`config.mk`:
```
export PLATFORM = sky130hd
export DESIGN_NAME = systolic_ctrl
export DESIGN_NICKNAME = d
export VERILOG_FILES = /design/src/rtl/systolic_pkg.sv /design/src/rtl/systolic_skew.sv /design/src/rtl/systolic_ctrl.sv
export SDC_FILE = /design/constraint.sdc
export NUM_CORES = 2
export LEC_CHECK = 0
export BUFFER_PORTS_ARGS = -buffer_cell sky130_fd_sc_hd__buf_2
export CORE_AREA = 4 4 531 533
export CTS_BUF_LIST = sky130_fd_sc_hd__clkbuf_4
export DETAILED_ROUTE_END_ITERATION = 6
export DIE_AREA = 0 0 535 537
export PLACE_DENSITY_LB_ADDON = 0.12
export SYNTH_ARGS = -nofsm -noshare
export SYNTH_HDL_FRONTEND = slang
export SYNTH_SLANG_ARGS = --single-unit
```
`constraint.sdc`:
```
create_clock -name i_clk -period 6.7 [get_ports i_clk]
set_input_delay 0.335 -clock i_clk [delete_from_list [all_inputs] [get_ports i_clk]]
set_output_delay 0.335 -clock i_clk [all_outputs]
set_load 0.01 [all_outputs]
```
`src/rtl/systolic_pkg.sv`:
```
// Shared state encoding and sequencing constants for the systolic array controller.
package systolic_pkg;

   typedef enum logic [2:0] {
      IDLE,
      CLEAR,
      FEED,
      DRAIN,
      DONE
   } ctrlState_e;

   // Skewed feed length for an n x n array: the last product meets in PE(n-1,n-1).
   function automatic int feedLen(input int n);
      return 3 * n - 2;
   endfunction

endpackage

```
`src/rtl/systolic_skew.sv`:
```
// Combinational selection of the skewed row-edge and column-edge operands for one feed step.
module systolic_skew
   import systolic_pkg::*;
#(
   parameter int W  = 32,
   parameter int N  = 3,
   parameter int CW = 4
) (
   input  logic [W*N*N-1:0] i_matA,
   input  logic [W*N*N-1:0] i_matB,
   input  logic [CW-1:0]    i_step,
   input  logic             i_active,
   output logic [W*N-1:0]   o_rowA,
   output logic [W*N-1:0]   o_colB
);

   // Row i carries A(i,k-i) and column i carries B(k-i,i) while that index is inside the matrix.
   always_comb begin
      o_rowA = '0;
      o_colB = '0;
      if (i_active) begin
         for (int i = 0; i < N; i++) begin
            if ((int'(i_step) >= i) && (int'(i_step) - i < N)) begin
               o_rowA[i*W +: W] = i_matA[(i*N + int'(i_step) - i)*W +: W];
               o_colB[i*W +: W] = i_matB[((int'(i_step) - i)*N + i)*W +: W];
            end
         end
      end
   end

endmodule

```
`src/rtl/systolic_ctrl.sv`:
```
// Sequences one matrix job through a systolic array: clear, skewed feed, drain, capture, hand-off.
module systolic_ctrl
   import systolic_pkg::*;
#(
   parameter int W         = 32,
   parameter int N         = 3,
   parameter int DRAIN_CYC = N
) (
   input  logic             i_clk,
   input  logic             i_rst_n,
   input  logic             i_valid,
   output logic             o_ready,
   input  logic             i_mode,
   input  logic [W*N*N-1:0] i_A,
   input  logic [W*N*N-1:0] i_B,
   input  logic             i_stall,
   output logic             o_sa_en,
   output logic             o_sa_sync,
   output logic             o_sa_mode,
   output logic [W*N-1:0]   o_sa_A,
   output logic [W*N-1:0]   o_sa_B,
   input  logic [W*N*N-1:0] i_sa_C,
   output logic             o_res_valid,
   input  logic             i_res_ready,
   output logic [W*N*N-1:0] o_res,
   output logic             o_busy
);

   localparam int CW       = $clog2(3 * N);
   localparam int FEED_LEN = feedLen(N);

   ctrlState_e       state_q, state_d;
   logic [CW-1:0]    cnt_q, cnt_d;
   logic [W*N*N-1:0] matA_q, matB_q, res_q;
   logic [W*N-1:0]   saA_q, saA_d, saB_q, saB_d, skewA, skewB;
   logic             mode_q, en_q, sync_q, resValid_q;
   logic             accept, issue, capture, frozen;

   systolic_skew #(.W(W), .N(N), .CW(CW)) uSkew (
      .i_matA  (matA_q),
      .i_matB  (matB_q),
      .i_step  (cnt_q),
      .i_active(state_q == FEED),
      .o_rowA  (skewA),
      .o_colB  (skewB)
   );

   // The state names the step to be issued next; the registered array outputs present it one
   // cycle later, and the array consumes it on the edge after that.
   always_comb begin
      state_d = state_q;
      cnt_d   = cnt_q;
      accept  = 1'b0;
      issue   = 1'b0;
      capture = 1'b0;
      frozen  = i_stall && (state_q inside {CLEAR, FEED, DRAIN});
      unique case (state_q)
         IDLE: begin
            if (i_valid) begin
               accept  = 1'b1;
               state_d = CLEAR;
               cnt_d   = '0;
            end
         end
         CLEAR: begin
            if (!i_stall) begin
               issue   = 1'b1;
               state_d = FEED;
               cnt_d   = '0;
            end
         end
         FEED: begin
            if (!i_stall) begin
               issue = 1'b1;
               if (cnt_q == CW'(FEED_LEN - 1)) begin
                  state_d = DRAIN;
                  cnt_d   = '0;
               end else begin
                  cnt_d = cnt_q + 1'b1;
               end
            end
         end
         DRAIN: begin
            if (!i_stall) begin
               if (cnt_q == CW'(DRAIN_CYC)) begin
                  capture = 1'b1;
                  state_d = DONE;
                  cnt_d   = '0;
               end else begin
                  issue = 1'b1;
                  cnt_d = cnt_q + 1'b1;
               end
            end
         end
         DONE: begin
            if (i_res_ready) begin
               state_d = IDLE;
               cnt_d   = '0;
            end
         end
         default: begin
            state_d = IDLE;
            cnt_d   = '0;
         end
      endcase
      saA_d = issue ? skewA : (frozen ? saA_q : '0);
      saB_d = issue ? skewB : (frozen ? saB_q : '0);
   end

   // State, job registers and every array-facing output live here so they clear together on reset.
   always_ff @(posedge i_clk or negedge i_rst_n) begin
      if (!i_rst_n) begin
         state_q    <= IDLE;
         cnt_q      <= '0;
         matA_q     <= '0;
         matB_q     <= '0;
         mode_q     <= 1'b0;
         en_q       <= 1'b0;
         sync_q     <= 1'b0;
         saA_q      <= '0;
         saB_q      <= '0;
         resValid_q <= 1'b0;
         res_q      <= '0;
      end else begin
         state_q <= state_d;
         cnt_q   <= cnt_d;
         en_q    <= issue;
         sync_q  <= issue && (state_q == CLEAR);
         saA_q   <= saA_d;
         saB_q   <= saB_d;
         if (accept) begin
            matA_q <= i_A;
            matB_q <= i_B;
            mode_q <= i_mode;
         end
         if (capture) begin
            res_q      <= i_sa_C;
            resValid_q <= 1'b1;
         end else if ((state_q == DONE) && i_res_ready) begin
            resValid_q <= 1'b0;
         end
      end
   end

   assign o_ready     = (state_q == IDLE);
   assign o_busy      = (state_q != IDLE);
   assign o_sa_en     = en_q;
   assign o_sa_sync   = sync_q;
   assign o_sa_mode   = mode_q;
   assign o_sa_A      = saA_q;
   assign o_sa_B      = saB_q;
   assign o_res_valid = resValid_q;
   assign o_res       = res_q;

endmodule

```
==> impl_results.md <==
- Drt first pass iters: 5
- Synth Flop Type: dfrtp_1
- Vias in the first global route: 48700
- RSZ-0062 raised after global routing: false
- Worst Hold Class: input pin to flip-flop
- Final worst setup slack: between 1 and 1.5 ns
- Sequential share of the synthesized area: 0.534
- Post-synthesis mux area share: 0.318
- Worst EP required: 7.80 ns
- Maximum VDD drop: approximately 0.00093 V
- Critical path cell sequence: inv_2, ha_1, buf_4, xnor2_2, clkinv_1, buf_4, ha_1, nor2_1, xor2_1, nand2_2, o221ai_1, o21ai_0
- Critical Path End Type: flip-flop
- Crit path DAT: 6.57 ns
- Final HPWL DP: between 200000 and 250000 µm
- Slowest library cell on the worst path: xnor2_2
- TritonCTS clock tree: done
- Overall power: ~39000 µW
- Yosys cell types: 69
- Final ANT Viol Nets: 0
- Die height: 537 µm
- Largest fanout on the critical path: 31
- Largest net degree at the start of global routing: between 150 and 200
- Gpl congestion: roughly 0.84
- Cell area after synthesis: 0.0500 mm²
- DIE AREA: 0.287 mm²
- Delay-heaviest family, CP: XOR/XNOR gates
- Final setup violation count: 0
- DR iter-0 viols: 2246
- Worst slack, placed: roughly 1.2 ns
- Critical path's largest stage delay: ~0.73 ns
- Crit path buffers/inverters: 4
- Rel. slew slack: 0.0746
- Met2 track demand over resource: 0.331
- Max-slew violation count: 0
- First-pass GRT wire length: ~400000 µm
- Ys Warns: 0
- FP Rows: approximately 190
- Antenna violations before repair: roughly 120
- PD cells: 470 mW/mm²
- M1 GR Usage: 0.245
- Clk_skew: ~0.12 ns
- Grt peak-use layer: met2
- Placeable Area: approximately 0.28 mm²
- H-tree depth: 5
- Final Cycle Share: 0.816
- CTS buffer count: 354
- Vias/cell: 4.25
- IO buf count: roughly 1400
- Cell count after synthesis: 3553
- Share of cells above drive strength 1: 0.438
- Final #Nets: 7746
- Routed via count: ~46000
- Maximum capacitance violations: 0
- Initial core utilization: 0.181
- Synth Area in Adders: 0.00816
- Overflow after GRT: 0
- Simple-Gate Fraction of Synth Area: 0.0450
- Fillcell total: approximately 29000
- Post-synthesis compound-gate area fraction: 0.0641
- Die W: 535 µm
- Drt drc: 0
- Clock Tree Buf Depth: 4
- Final setup TNS: 0 ns
- Met3 Use GR: 0.0431
- Clock sinks: ~1100
- Largest family of logic cells by synthesized area: multiplexers
- Setup bufs post-CTS: 0
- Area Overhead vs Synth: 66.5%
- Synth Area per Inst: 14.1 µm²
- Routed len/inst: between 20 and 30 µm
- IO Pins: 1356
- Tmin final: 5.47 ns
- Clk Latency, worst-skew pair: around 1.3 ns
- Post-synthesis xor/xnor area fraction: 0.00353
- CTS clk-pin slew, worst paths: approximately 0.06 ns
- Synth async-reset ratio: 1.00
- Worst-Margin Slew: approximately 1.4 ns
- Synth Register Bits: around 1100
- Crit start category: flip-flop
- Fmax: 0.183 GHz
- Number of flops mapped to enable cells by yosys: 0
- CTS root buf: clkbuf_4
- P_leak: 0.0376 µW
- Setup CP Type: flip-flop to flip-flop
- Outcome: finished, final reports clean
- Syn Nets: 4455
- Total GRT Usage: 0.197
- Final WL: 293000 µm
- Count of final hold-check violations: 0
==> synthesized netlist by cell type (all sizes together) (10+ instances only) <==
cell	number	area (µm²)
and3	39	244
buf	178	930
nor2	70	263
mux2	867	9760
o31ai	36	270
mux2i	70	701
a32o	23	230
inv	18	67.6
nand2	247	927
mux4	240	5410
ha	31	388
or3	15	93.8
nand4	14	87.6
dfrtp	1067	26700
nor3	34	186
a21oi	69	349
clkbuf	98	368
a221oi	33	289
a22o	54	473
xnor2	10	114
o22ai	13	81.3
o21ai	161	806
o221ai	27	236
o2bb2ai	14	123
nand3	43	215
==> worst paths after layout <==
kind / cells past startpoint / to / startpoint / slack [ns]
hold / removal: 4 / state_q[2] / i_res_ready / 0.23
setup reg to reg: 12 / o_sa_B[72] / cnt_q[1] / 1.23
setup / recovery: 12 / o_sa_B[72] / cnt_q[1] / 1.23
min in group asynchronous: 4 / o_sa_B[86] / i_rst_n / 0.47
hold reg to reg: 2 / o_sa_A[26] / o_sa_A[26] / 0.46
max in group asynchronous: 5 / o_res[5] / i_rst_n / 4.89
==> flip-flops by register name, summed over array words and instances, names as in the netlist <==
| register | count |
|---|---|
| matA_q | 288 |
| matB_q | 288 |
| o_res | 288 |
| o_sa_A | 96 |
| o_sa_B | 96 |
| cnt_q | 4 |
| state_q | 3 |
| o_res_valid | 1 |
| o_sa_en | 1 |
| o_sa_mode | 1 |
| o_sa_sync | 1 |
==> through the flow <==
| stage | hold WS (ns) | std cells | cell area, µm² | utilization |
|---|---|---|---|---|
| 2_1_floorplan | 0.0394 | 3553 | 50000 | - |
| 3_3_place_gp | 0.450 | 8403 | 61000 | 0.220 |
| 3_5_place_dp | 0.455 | 8403 | 61000 | 0.220 |
| 4_1_cts | 0.0240 | 10800 | 83000 | 0.300 |
| 5_1_grt | 0.128 | 10800 | 83100 | 0.301 |
| 6_report | 0.233 | 10800 | 83200 | 0.301 |
==> cells in the final DEF (no fill, tap or decap), types with 54 or more instances in the layout <==
cell	netlist	routed
buf_2	146	1354
nand2_1	247	246
o21ai_0	160	160
mux2_2	867	867
mux2i_1	70	70
a21oi_1	68	68
mux4_2	240	240
nor2_1	70	66
a22o_1	54	54
diode_2	0	63
dfrtp_1	1067	1065
dlygate4sd3_1	0	1789
clkbuf_4	0	495
==> cells by family (layout without fill, tap and decap cells) <==
| logic type | after synthesis | after routing |
|---|---|---|
| compound gates | 474 | 474 |
| xor+xnor | 15 | 15 |
| fa+ha+maj | 32 | 32 |
| buf+inv | 295 | 3791 |
| flops | 1067 | 1067 |
| mux | 1177 | 1177 |
| other cells | 0 | 63 |
| simple gates | 493 | 493 |
==> routing by layer <==
| metal | share of wire | vias up |
|---|---|---|
| met3 | 0.058 | 570 |
| met5 | 0.00098 | - |
| li1 | - | 20200 |
| met4 | 0.044 | 46 |
| met1 | 0.42 | 23500 |
| met2 | 0.48 | 1672 |
==> worst register-to-register path: cells and delay by family (launching register included) <==
family,cells,cell delay [ns]
AO/OA/AOI/OAI,2,0.58
XOR/XNOR,2,1.42
adder cells (fa/ha/maj),2,0.61
buffers and inverters,4,1.20
flip-flops,1,0.50
AND/OR/NAND/NOR,2,0.97
==> final cells by class <==
type                    count  area (µm²)  share of cell area
flip-flops and latches   1067       26700               0.321
repair buffers           3211       25400               0.305
multi-input cells        2191       22100               0.266
well taps                3705        4640              0.0557
clock buffers             495        3720              0.0447
clock inverters            66         433             0.00520
diodes                     63         158             0.00189
inverters                  19        71.3            0.000857
==> power breakdown <==
group	switching (µW)	total (µW)	leakage (µW)	internal, µW
logic	11900	20800	0.0217	8900
clock network	3330	6830	0.00246	3500
registers	2290	11500	0.0135	9210
==> what timing repair did <==
| item | CTS | global route |
|---|---|---|
| endpoints found under the setup margin | 0 | 0 |
| resized for setup | 0 | 0 |
| hold endpoints to repair | 2035 | 0 |
| hold buffers | 1790 | 0 |
(Power assumes the default switching activity.)
